File: src/rtl/bp_coh_link_concentrator.sv
`default_nettype none
// ----------------------------------------------------------------------------
// bp_coh_link_concentrator: N-to-1 wormhole link concentrator (packet-locked RR mux + channel-ID demux)
// Rev 1.0
// ----------------------------------------------------------------------------
module bp_coh_link_concentrator #(
  parameter  int flit_width_p  = 16,
  parameter  int len_width_p   = 4,
  parameter  int len_pos_p     = 0,
  parameter  int els_p         = 2,
  parameter  int chan_pos_p    = len_pos_p + len_width_p,
  localparam int link_width_lp = flit_width_p + 2
) (
  input  logic                                  clk_i,
  input  logic                                  reset_i,
  input  logic [els_p-1:0][link_width_lp-1:0]   tile_link_i,
  output logic [els_p-1:0][link_width_lp-1:0]   tile_link_o,
  input  logic [link_width_lp-1:0]              network_link_i,
  output logic [link_width_lp-1:0]              network_link_o,
  output logic                                  err_o
);

  localparam int             W     = flit_width_p;
  localparam int             CW    = ($clog2(els_p) > 0) ? $clog2(els_p) : 1;
  localparam logic [CW:0]    ELS_C = (CW+1)'(els_p);
  localparam logic [len_width_p-1:0] LEN_ONE = len_width_p'(1);

  typedef enum logic {S_IDLE = 1'b0, S_BUSY = 1'b1} state_e;

  logic [els_p-1:0]         tile_v, tile_rdy;
  logic [els_p-1:0][W-1:0]  tile_data;

  for (genvar i = 0; i < els_p; i++) begin : g_unpack
    assign tile_v[i]    = tile_link_i[i][W+1];
    assign tile_rdy[i]  = tile_link_i[i][W];
    assign tile_data[i] = tile_link_i[i][W-1:0];
  end

  // ---------------- mux path ----------------
  state_e                 mstate_q;
  logic [CW-1:0]          gnt_q, rr_q;
  logic [len_width_p-1:0] cnt_q;
  logic [W-1:0]           fifo_mem_q [2];
  logic                   fifo_wptr_q, fifo_rptr_q;
  logic [1:0]             fifo_cnt_q;

  logic [CW-1:0]          win, win_inc, sel;
  logic                   win_found;
  logic [CW:0]            idx;
  logic                   fifo_full, can_acc, mux_acc, out_v, pop;
  logic [len_width_p-1:0] mux_len;

  // Round-robin search starting at rr_q, wrapping modulo els_p.
  always_comb begin
    win       = '0;
    win_found = 1'b0;
    idx       = '0;
    for (int k = 0; k < els_p; k++) begin
      idx = {1'b0, rr_q} + (CW+1)'(k);
      if (idx >= ELS_C) idx = idx - ELS_C;
      if (!win_found && tile_v[idx[CW-1:0]]) begin
        win       = idx[CW-1:0];
        win_found = 1'b1;
      end
    end
    win_inc = ({1'b0, win} == ELS_C - 1'b1) ? '0 : win + 1'b1;
  end

  assign fifo_full = (fifo_cnt_q == 2'd2);
  assign sel       = (mstate_q == S_BUSY) ? gnt_q : win;
  assign can_acc   = ((mstate_q == S_BUSY) || win_found) && !fifo_full && !reset_i;
  assign mux_acc   = can_acc && tile_v[sel];
  assign mux_len   = tile_data[sel][len_pos_p +: len_width_p];
  assign out_v     = (fifo_cnt_q != 2'd0);
  assign pop       = out_v && network_link_i[W];

  always_ff @(posedge clk_i) begin
    if (reset_i) begin
      mstate_q    <= S_IDLE;
      gnt_q       <= '0;
      rr_q        <= '0;
      cnt_q       <= '0;
      fifo_wptr_q <= 1'b0;
      fifo_rptr_q <= 1'b0;
      fifo_cnt_q  <= 2'd0;
    end else begin
      if (mux_acc) begin
        fifo_mem_q[fifo_wptr_q] <= tile_data[sel];
        fifo_wptr_q             <= ~fifo_wptr_q;
      end
      if (pop) fifo_rptr_q <= ~fifo_rptr_q;
      fifo_cnt_q <= fifo_cnt_q + {1'b0, mux_acc} - {1'b0, pop};
      case (mstate_q)
        S_IDLE: if (mux_acc) begin
          rr_q <= win_inc;
          if (mux_len != '0) begin
            cnt_q    <= mux_len;
            gnt_q    <= win;
            mstate_q <= S_BUSY;
          end
        end
        S_BUSY: if (mux_acc) begin
          cnt_q <= cnt_q - 1'b1;
          if (cnt_q == LEN_ONE) mstate_q <= S_IDLE;
        end
        default: mstate_q <= S_IDLE;
      endcase
    end
  end

  // ---------------- demux path ----------------
  state_e                 dstate_q;
  logic [CW-1:0]          dst_q;
  logic                   ill_q, err_q;
  logic [len_width_p-1:0] dcnt_q;

  logic                   net_v, dst_rdy, legal, dmx_rdy, dmx_acc;
  logic [W-1:0]           net_data;
  logic [CW-1:0]          hdr_chan, dst;
  logic [len_width_p-1:0] dmx_len;

  assign net_v    = network_link_i[W+1];
  assign net_data = network_link_i[W-1:0];
  assign hdr_chan = net_data[chan_pos_p +: CW];
  assign dmx_len  = net_data[len_pos_p +: len_width_p];
  assign dst      = (dstate_q == S_BUSY) ? dst_q : hdr_chan;
  assign legal    = (dstate_q == S_BUSY) ? !ill_q : ({1'b0, hdr_chan} < ELS_C);

  always_comb begin
    dst_rdy = 1'b0;
    for (int i = 0; i < els_p; i++) begin
      if (dst == CW'(i)) dst_rdy = tile_rdy[i];
    end
  end

  // Illegal-ID packets are drained unconditionally so the network never blocks on them.
  assign dmx_rdy = !reset_i && (!legal || dst_rdy);
  assign dmx_acc = net_v && dmx_rdy;

  always_ff @(posedge clk_i) begin
    if (reset_i) begin
      dstate_q <= S_IDLE;
      dst_q    <= '0;
      ill_q    <= 1'b0;
      dcnt_q   <= '0;
      err_q    <= 1'b0;
    end else begin
      case (dstate_q)
        S_IDLE: if (dmx_acc) begin
          if (!legal) err_q <= 1'b1;
          if (dmx_len != '0) begin
            dcnt_q   <= dmx_len;
            dst_q    <= hdr_chan;
            ill_q    <= !legal;
            dstate_q <= S_BUSY;
          end
        end
        S_BUSY: if (dmx_acc) begin
          dcnt_q <= dcnt_q - 1'b1;
          if (dcnt_q == LEN_ONE) dstate_q <= S_IDLE;
        end
        default: dstate_q <= S_IDLE;
      endcase
    end
  end

  for (genvar i = 0; i < els_p; i++) begin : g_tile_out
    assign tile_link_o[i] = {net_v && legal && (dst == CW'(i)) && !reset_i,
                             can_acc && (sel == CW'(i)),
                             net_data};
  end

  assign network_link_o = {out_v, dmx_rdy, fifo_mem_q[fifo_rptr_q]};
  assign err_o          = err_q;

endmodule
`default_nettype wire

File: config.mk
export PLATFORM = sky130hd
export DESIGN_NAME = bp_coh_link_concentrator
export DESIGN_NICKNAME = d
export VERILOG_FILES = /design/src/rtl/bp_coh_link_concentrator.sv
export SDC_FILE = /design/constraint.sdc
export NUM_CORES = 1
export LEC_CHECK = 0
export ABC_CLOCK_PERIOD_IN_PS = 4700
export BUFFER_PORTS_ARGS = -buffer_cell sky130_fd_sc_hd__buf_2
export CAP_MARGIN = 20
export CORE_MARGIN = 10
export CORE_UTILIZATION = 53
export CTS_CLUSTER_SIZE = 8
export DETAILED_ROUTE_END_ITERATION = 16
export GPL_TIMING_DRIVEN = 0
export PLACE_DENSITY = 0.86
export SLEW_MARGIN = 20
export SYNTH_ARGS = -nofsm -noshare
export SYNTH_HDL_FRONTEND = slang
export SYNTH_SLANG_ARGS = --single-unit
File: constraint.sdc
create_clock -name clk_i -period 4.7 [get_ports clk_i]
set_clock_uncertainty 0.15 [all_clocks]
set_input_delay 0.705 -clock clk_i [delete_from_list [all_inputs] [get_ports clk_i]]
set_output_delay 0.705 -clock clk_i [all_outputs]
set_load 0.005 [all_outputs]
==> results.cfg, run 1 <==
[run_status]
status = complete, no violations

[timing]
period_needed_ps = 2960
setup_viol = 0
rsz0062_at_grt = false
setup-tns-final_ps = 0
period_share = 0.6299
slew_viol_final = 0
worst_slew_pin_slew_ps = 805.1
relSlewSlack = 0.4627
fmax_mhz = 337.8
hold_viol = 0

[finish]
n_antenna_cell = 0
post-route-util = 0.6846
finalInstanceArea_um2 = 3563
drive_above_1_share = 0.5123
area_growth_pct = 23.08
fin_cells = 435
final_nets = 426

[grt]
overflow = 0
grt.total_usage = 0.1449
grt_pass1_vias = 2285
grt_max_degree = 17
antenna_found_initial = 0
grt_pass1_wl_um = 10440

[yosys]
ys_top_cells_by_area = edfxtp_1 33%, dfxtp_1 14%, mux2_2 13%
synth-seq-area-share = 0.4702
synth_ff_type = edfxtp_1
yosys.cell_count.top_type = buf_4
yosys.area.top_type_share = 0.3319
synth_commonest_cells = 36 x buf_4, 34 x mux2_2, 32 x edfxtp_1, 20 x dfxtp_1, 20 x nor2_1
yosys_warnings = 0
synth_seq_cells = 52
synth-edff-count = 32
post_synth.cell_area_avg_um2 = 11.18
yosysTopAreaCell = edfxtp_1
synthCells = 259
syn_area_um2 = 2895
syn_nets = 321
async_reset_ff_frac = 0
synth_cell_types = 49

[floorplanning]
die_w_um = 93.91
ios = 111
die_y_um = 93.91
row_count = 26
initial_core_util = 0.5563
core_um2 = 5205
die-area_um2 = 8819

[placed_design]
placedCellCount = 427
place_area_um2 = 3476
gp_congestion = 0.9062
dpl.hpwl_um = 5191
port_buffers = 98

[clocking]
clock-sinks = 52
cts_root_buf = clkbuf_8
clk_latency_ps = 290
cts.path.max_buffers = 2
cts_tree = yes
cts_hold_buf = 0
cts_made_buffers = 5
clkTransAtPathRegs_ps = 80
postCtsResizedCells = 0
htreeDepth = 2
postCtsSetupBuffers = 0

[routing]
ant_nets = 0
drt_first_pass_iters = 5
num_vias = 2207
routed_via_density = 5.074
drt_iter0_drc = 117
drc = 0
drt-wirelength-per-cell_um = 14.98
wirelength_um = 6517

[pwr]
switching_share = 0.2987
comb_power_share = 0.348
p_per_area_nw_per_um2 = 361.9
pwr-share-seq = 0.466
clockPowerShare = 0.186
p_switching_mw = 0.3851
cellLeakagePower_nw = 1.545
p_int_mw = 0.9044
irDropWorstVdd_mv = 0.2393
power.total_mw = 1.290

[setup_path]
cp_data_arrival_time_ps = 2110
setup.worst_path.end_class = output port
critPathKind = in2out
path_max_fanout = 10
slowest_delay_ps = 470
crit_slowest_cell = clkbuf_1
critPathRequiredTime_ps = 3850
start_kind = input port
cp_cell_sequence = buf_2 > nand2b_1 > a31o_2 > clkbuf_1 > nor3b_1 > buf_2
crit_top_cell = buf_2

[worst_hold_path]
hold_path_class = reg2reg

[run]
max-cap-violations = 0
critical path, delay by kind of cell:
kind	cells	cell delay, ps
AOI/OAI and AO/OA	1	190
buffers and inverters	3	750
and+or+nand+nor	2	440
worst paths after layout:
check	slack, ps	from	depth (start not counted)	to
min	320	err_o	1	err_o
max reg2reg	2290	gnt_q	5	fifo_mem_q[0][1]
max	1740	tile_link_i[17]	6	tile_link_o[34]
min reg2reg	320	err_o	1	err_o
per-stage QoR:
step                      hold slack (ps)  setup slack, ps
final                               323.4             1740
after global routing                335.9             1644
after CTS                           321.6             1720
after detailed placement            304.6             1723
after global placement              298.4             1569
after floorplan                     287.8             2018
layout make-up:
| cell class | count | area [um2] |
|---|---|---|
| fillers | 419 | 1642 |
| repair buffers | 98 | 490.5 |
| clock buffers | 5 | 68.82 |
| flip-flops and latches | 52 | 1361 |
| clock inverters | 3 | 18.77 |
| well taps | 70 | 87.58 |
| plain buffers | 45 | 315.3 |
| inverters | 15 | 56.30 |
| multi-input cells | 147 | 1165 |
cell families (layout without fill, tap and decap cells):
kind of cell | Yosys count | in the layout | share of synthesized area
buf+inv | 60 | 166 | 0.1283
mux | 44 | 44 | 0.1677
fa+ha+maj | 6 | 6 | 0.02593
flops | 52 | 52 | 0.4702
compound gates | 32 | 32 | 0.08385
simple gates | 61 | 61 | 0.1119
xor+xnor | 4 | 4 | 0.01210
placed cells by master, fill, tap and decap left out, types with 2 or more instances in the layout:
cell / instances
a211oi_1: 2
a21oi_1: 8
a311o_1: 2
a311oi_1: 2
and2_1: 3
buf_2: 100
buf_4: 36
clkbuf_1: 4
clkbuf_8: 5
clkinvlp_4: 2
dfxtp_1: 20
edfxtp_1: 32
ha_1: 6
inv_1: 14
mux2_1: 2
mux2_2: 34
mux2i_1: 8
nand2_1: 8
nand2b_1: 6
nand3b_1: 2
nor2_1: 19
nor2b_1: 4
nor3_1: 3
nor3b_1: 2
nor4_1: 3
o21ai_0: 6
or2b_1: 2
or3_1: 3
xnor2_1: 3
registers in the layout, indices dropped and copies added, names as in the netlist, 2 cells and up, named ones only:
name	flops
dcnt_q	4
cnt_q	4
fifo_cnt_q	2
fifo_mem_q	32
power groups by stage:
stage,Combinational [mW],Clock [mW],Sequential (mW)
after floorplan,0.310,0,0.601
after global placement,0.443,0,0.607
after detailed placement,0.454,0,0.610
after CTS,0.458,0.248,0.601
after global routing,0.501,0.266,0.610
final,0.449,0.240,0.601
metal layers:
| metal | GRT usage | share of wire | vias to the layer above |
|---|---|---|---|
| met2 | 0.2656 | 0.53 | 82 |
| met1 | 0.1495 | 0.37 | 1029 |
| li1 | - | - | 1089 |
| met4 | 0.02785 | 0.0078 | 0 |
| met3 | 0.06315 | 0.089 | 7 |
| met5 | 0 | 0 | - |
Note: power is estimated with default switching activity, not from simulation.
==> run 2, diff against run 1 <==
--- a/config.mk
+++ b/config.mk
@@ -5,15 +5,16 @@
 export SDC_FILE = /design/constraint.sdc
 export NUM_CORES = 1
 export LEC_CHECK = 0
-export ABC_CLOCK_PERIOD_IN_PS = 4700
+export ABC_AREA = 1
+export ABC_CLOCK_PERIOD_IN_PS = 2700
 export BUFFER_PORTS_ARGS = -buffer_cell sky130_fd_sc_hd__buf_2
 export CAP_MARGIN = 20
 export CORE_MARGIN = 10
-export CORE_UTILIZATION = 53
+export CORE_UTILIZATION = 44
 export CTS_CLUSTER_SIZE = 8
 export DETAILED_ROUTE_END_ITERATION = 16
 export GPL_TIMING_DRIVEN = 0
-export PLACE_DENSITY = 0.86
+export PLACE_DENSITY = 0.77
 export SLEW_MARGIN = 20
 export SYNTH_ARGS = -nofsm -noshare
 export SYNTH_HDL_FRONTEND = slang
==> constraint.sdc (replaced) <==
create_clock -name clk_i -period 2.7 [get_ports clk_i]
set_clock_uncertainty 0.15 [all_clocks]
set_input_delay 0.405 -clock clk_i [delete_from_list [all_inputs] [get_ports clk_i]]
set_output_delay 0.405 -clock clk_i [all_outputs]
set_load 0.005 [all_outputs]
==> results.cfg, run 2 <==
[routing]
drt_first_pass_iters = 4
drc = 0
ant_nets = 0
drt-wirelength-per-cell_um = 13.49
drt_iter0_drc = 116
wirelength_um = 6232
routed_via_density = 4.656
num_vias = 2151

[setup_path]
setup.worst_path.end_class = output port
r2r_slack_ps = 310
r2r_start = mstate_q
cp_cell_sequence = clkbuf_1 > clkbuf_1 > mux2_2 > buf_2
reg2reg_depth = 6
path_max_fanout = 10
crit_top_cell = clkbuf_1
start_kind = register
crit_buf_inv = 3
worstSetupEndpoint = network_link_o[1]
cp_top_family = buffers and inverters
cp.depth = 4
slowest_delay_ps = 490
crit_slowest_cell = clkbuf_1
critPathKind = reg2out
regToRegEndpoint = fifo_mem_q[0][6]
cp_data_arrival_time_ps = 1960
critPathRequiredTime_ps = 2140

[timing]
fmax_mhz = 397.3
rsz0062_at_grt = false
slew_viol_final = 0
period_needed_ps = 2517
period_share = 0.9323
setup_viol = 0
setup_slack_ps = 182.8
worst_slew_pin_slew_ps = 852.9
hold_viol = 0
setup-tns-final_ps = 0
relSlewSlack = 0.4308

[yosys]
synth_commonest_cells = 47 x nand2_1, 34 x buf_4, 32 x edfxtp_1, 28 x mux2_2, 24 x inv_1
syn_nets = 342
post_synth.cell_area_avg_um2 = 9.750
syn_area_um2 = 2730
yosysTopAreaCell = edfxtp_1
async_reset_ff_frac = 0
synth_cell_types = 27
synth-seq-area-share = 0.4986
yosys.area.top_type_share = 0.3520
synthCells = 280
synth_seq_cells = 52
synth_ff_type = edfxtp_1
yosys.cell_count.top_type = nand2_1
synth-edff-count = 32
yosys_warnings = 0
ys_top_cells_by_area = edfxtp_1 35%, dfxtp_1 15%, mux2_2 12%

[finish]
finalInstanceArea_um2 = 3421
drive_above_1_share = 0.4625
fillerInstances = 510
max_flop_register = fifo_mem_q
final_cell_mix = 100 x buf_2, 47 x nand2_1, 34 x buf_4, 32 x edfxtp_1, 28 x mux2_2
largest_reg_flops = 32
reg_top3 = fifo_mem_q: 32 flops, cnt_q: 4 flops, dcnt_q: 4 flops
post-route-util = 0.5744
final_common_cell = buf_2
final_nets = 448
area_growth_pct = 25.30
n_antenna_cell = 0

[placed_design]
port_buffers = 99
post-place-ws_ps = 212.6
gp_congestion = 0.7704
place_area_um2 = 3324
dpl.hpwl_um = 4973

[pwr]
p_per_area_nw_per_um2 = 602.8
irDropWorstVdd_mv = 0.2765
clockPowerShare = 0.221
cellLeakagePower_nw = 1.590
p_int_mw = 1.442
comb_power_share = 0.301
switching_share = 0.3009
pwr-share-seq = 0.478
p_switching_mw = 0.6205

[clocking]
clk_latency_ps = 310
postCtsResizedCells = 0
cts_root_buf = clkbuf_8
cts_made_buffers = 5
cts_tree = yes
postCtsSetupBuffers = 0
cts_hold_buf = 0
clock-sinks = 52
cts.path.max_buffers = 2
htreeDepth = 2
clkTransAtPathRegs_ps = 100

[floorplanning]
initial_core_util = 0.4584
die_w_um = 98.77
die-area_um2 = 9756
ios = 111
core_um2 = 5956
die_y_um = 98.77
row_count = 28

[grt]
antenna_found_initial = 0
overflow = 0
grt_pass1_wl_um = 10140
grt_max_degree = 19
grt.total_usage = 0.1234
grt_pass1_vias = 2191

[run_status]
status = complete, no violations

[worst_hold_path]
hold_path_class = in2reg

[run]
max-cap-violations = 0
## run 2: per-stage QoR
step           instances  power (mW)  hold WS [ps]
2_1_floorplan        280       1.407         269.6
3_3_place_gp         454       1.609         259.5
3_5_place_dp         454       1.632         258.6
4_1_cts              462       2.090         251.9
5_1_grt              462       2.204         250.3
6_report             462       2.062         257.1
## run 2: logic make-up (layout without fill, tap and decap cells)
kind of cell	count (synthesis)	in the layout	synth area share
buffers and inverters	64	171	0.1352
DFF	52	52	0.4986
adders and majority gates	6	6	0.02750
and+or+nand+nor	92	92	0.1471
muxes	28	28	0.1155
xor gates and xnor gates	2	2	0.006417
AOI/OAI and AO/OA	36	36	0.06967
## run 2: power by group through the flow
stage / Clock [mW] / Combinational, mW / Sequential (mW)
global placement: 0 / 0.611 / 0.999
global route: 0.507 / 0.701 / 0.996
floorplan: 0 / 0.415 / 0.992
detailed placement: 0 / 0.629 / 1.00
CTS: 0.471 / 0.634 / 0.985
finish: 0.456 / 0.622 / 0.985
## run 2: how the worst min path moves through the flow
stage	from	endpoint	cells past startpoint
after floorplan	err_o	err_o	2
after global placement	err_o	err_o	2
after detailed placement	err_o	err_o	2
after CTS	tile_link_i[29]	fifo_mem_q[1][11]	2
after global routing	tile_link_i[7]	fifo_mem_q[0][7]	2
final	tile_link_i[29]	fifo_mem_q[1][11]	2
## run 2: per-layer routing
metal  up-vias  track usage  part of all wire
met3         2      0.05936              0.12
met4         0      0.03638            0.0040
met5         -            0                 0
li1       1120            -                 -
met2        99       0.2009              0.46
met1       930       0.1401              0.42
## run 2: cell type report
class	count	area, um2	area share
sequential	52	1361	0.3980
multi-input combinational	164	1005	0.2937
timing repair buffer	99	495.5	0.1448
buffer	39	275.3	0.08047
inverter	25	93.84	0.02743
tap	75	93.84	0.02743
clock buffer	5	68.82	0.02012
clock inverter	3	27.53	0.008047
==> run 3, diff against run 2 <==
--- a/config.mk
+++ b/config.mk
@@ -15,6 +15,8 @@
 export DETAILED_ROUTE_END_ITERATION = 16
 export GPL_TIMING_DRIVEN = 0
 export PLACE_DENSITY = 0.77
+export RECOVER_POWER = 25
+export SETUP_SLACK_MARGIN = 0.3
 export SLEW_MARGIN = 20
 export SYNTH_ARGS = -nofsm -noshare
 export SYNTH_HDL_FRONTEND = slang
==> results.cfg, run 3 (synthesis results as in run 2) <==
[run_status]
status = complete, no violations

[pwr]
p_per_area_nw_per_um2 = 605.7
irDropWorstVdd_mv = 0.2660
cellLeakagePower_nw = 1.547
power.total_mw = 2.075

[timing]
period_needed_ps = 2294
relSlewSlack = 0.4421
fmax_mhz = 435.9
setup_viol = 0
slew_viol_final = 0
period_share = 0.8496
whs_ps = 253.2
rsz0062_at_grt = false
worst_slew_pin_slew_ps = 836.0
setup_slack_ps = 406.0
setup-tns-final_ps = 0
hold_viol = 0

[routing]
routed_via_density = 4.686
ant_nets = 0
wirelength_um = 6273
num_vias = 2165
drt_first_pass_iters = 5
drt_iter0_drc = 114
drt-wirelength-per-cell_um = 13.58
drc = 0

[finish]
final_cell_mix = 81 x buf_2, 46 x nand2_1, 32 x edfxtp_1, 28 x mux2_2, 24 x inv_1
largest_reg_flops = 32
finalInstanceArea_um2 = 3426
reg_top3 = fifo_mem_q: 32 flops, cnt_q: 4 flops, dcnt_q: 4 flops
drive_above_1_share = 0.4212
multi_input_area_um2 = 1026
n_antenna_cell = 0
post-route-util = 0.5752
final_common_cell = buf_2
area_growth_pct = 25.48
final_nets = 448
max_flop_register = fifo_mem_q
fin_cells = 462
seqCellArea_um2 = 1363
fillerInstances = 517

[setup_path]
reg2reg_depth = 8
regToRegEndpoint = fifo_mem_q[1][8]
cp_data_arrival_time_ps = 1740
critPathRequiredTime_ps = 2140
setup.worst_path.end_class = output port
r2r_start = rr_q
start_kind = register
r2r_slack_ps = 430
path_max_fanout = 10
critPathKind = reg2out

[worst_hold_path]
worstHoldPathCells = 2
worstHoldStart = tile_link_i[29]
hold_path_class = in2reg
min_to = fifo_mem_q[1][11]

[clocking]
cts.path.max_buffers = 2
clock-sinks = 52
cts_root_buf = clkbuf_8
cts_tree = yes
cts_made_buffers = 5
htreeDepth = 2
clkTransAtPathRegs_ps = 100
cts_hold_buf = 0
clk_latency_ps = 310

[grt]
grt_pass1_vias = 2191
antenna_found_initial = 0
grt_pass1_wl_um = 10140
grt.total_usage = 0.1234
grt_max_degree = 19
overflow = 0

[placed_design]
port_buffers = 99
post-place-ws_ps = 212.6
dpl.hpwl_um = 4973
gp_congestion = 0.7704
placedCellCount = 454
place_area_um2 = 3324

[floorplanning]
die_w_um = 98.77
row_count = 28
core_um2 = 5956
ios = 111
die-area_um2 = 9756
initial_core_util = 0.4584
die_y_um = 98.77

[run]
max-cap-violations = 0
## run 3: worst max path at each step
stage | end | cells after the start | slack, ps | start
3_5_place_dp | fifo_mem_q[1][0] | 8 | 210 | tile_link_i[17]
4_1_cts | fifo_mem_q[1][3] | 6 | 290 | mstate_q
2_1_floorplan | fifo_mem_q[1][0] | 7 | 480 | tile_link_i[17]
3_3_place_gp | fifo_mem_q[1][5] | 8 | -100 | tile_link_i[17]
6_report | network_link_o[1] | 4 | 410 | register
5_1_grt | network_link_o[5] | 4 | 300 | register
## run 3: worst max-delay path: stages, from the launching register on
cell and delay [ps]:
dfxtp_1 320, clkbuf_1 300, clkbuf_4 310, mux2_2 360, buf_2 130
## run 3: layout make-up
class | count | share of cell area
multi-input combinational | 164 | 0.2995
tap | 75 | 0.02739
sequential | 52 | 0.3977
clock buffer | 5 | 0.02009
buffer | 39 | 0.08145
inverter | 25 | 0.02812
clock inverter | 3 | 0.008035
timing repair buffer | 99 | 0.1377
## run 3: layer usage
| layer | share of wire | GRT usage | wire length, um | vias to the layer above |
|---|---|---|---|---|
| met1 | 0.42 | 0.1401 | 2617 | 952 |
| met3 | 0.11 | 0.05936 | 699 | 5 |
| met2 | 0.46 | 0.2009 | 2910 | 90 |
| met5 | 0 | 0 | 0 | - |
| met4 | 0.0072 | 0.03638 | 45 | 0 |
| li1 | - | - | - | 1118 |
## run 3: timing repair
| item | CTS | global route |
|---|---|---|
| endpoints found under the setup margin | 23 | 43 |
| setup buffers | 0 | 0 |
| endpoints found under the hold margin | 0 | 0 |
| resized for setup | 1 | 8 |
| gates cloned | 0 | 0 |
| pin swaps | 0 | 0 |
## run 3: report_power, final
group          switching [mW]  internal (mW)  leakage, nW
clock                   0.269          0.191       0.0463
sequential             0.0432          0.944        0.456
combinational           0.319          0.309         1.05
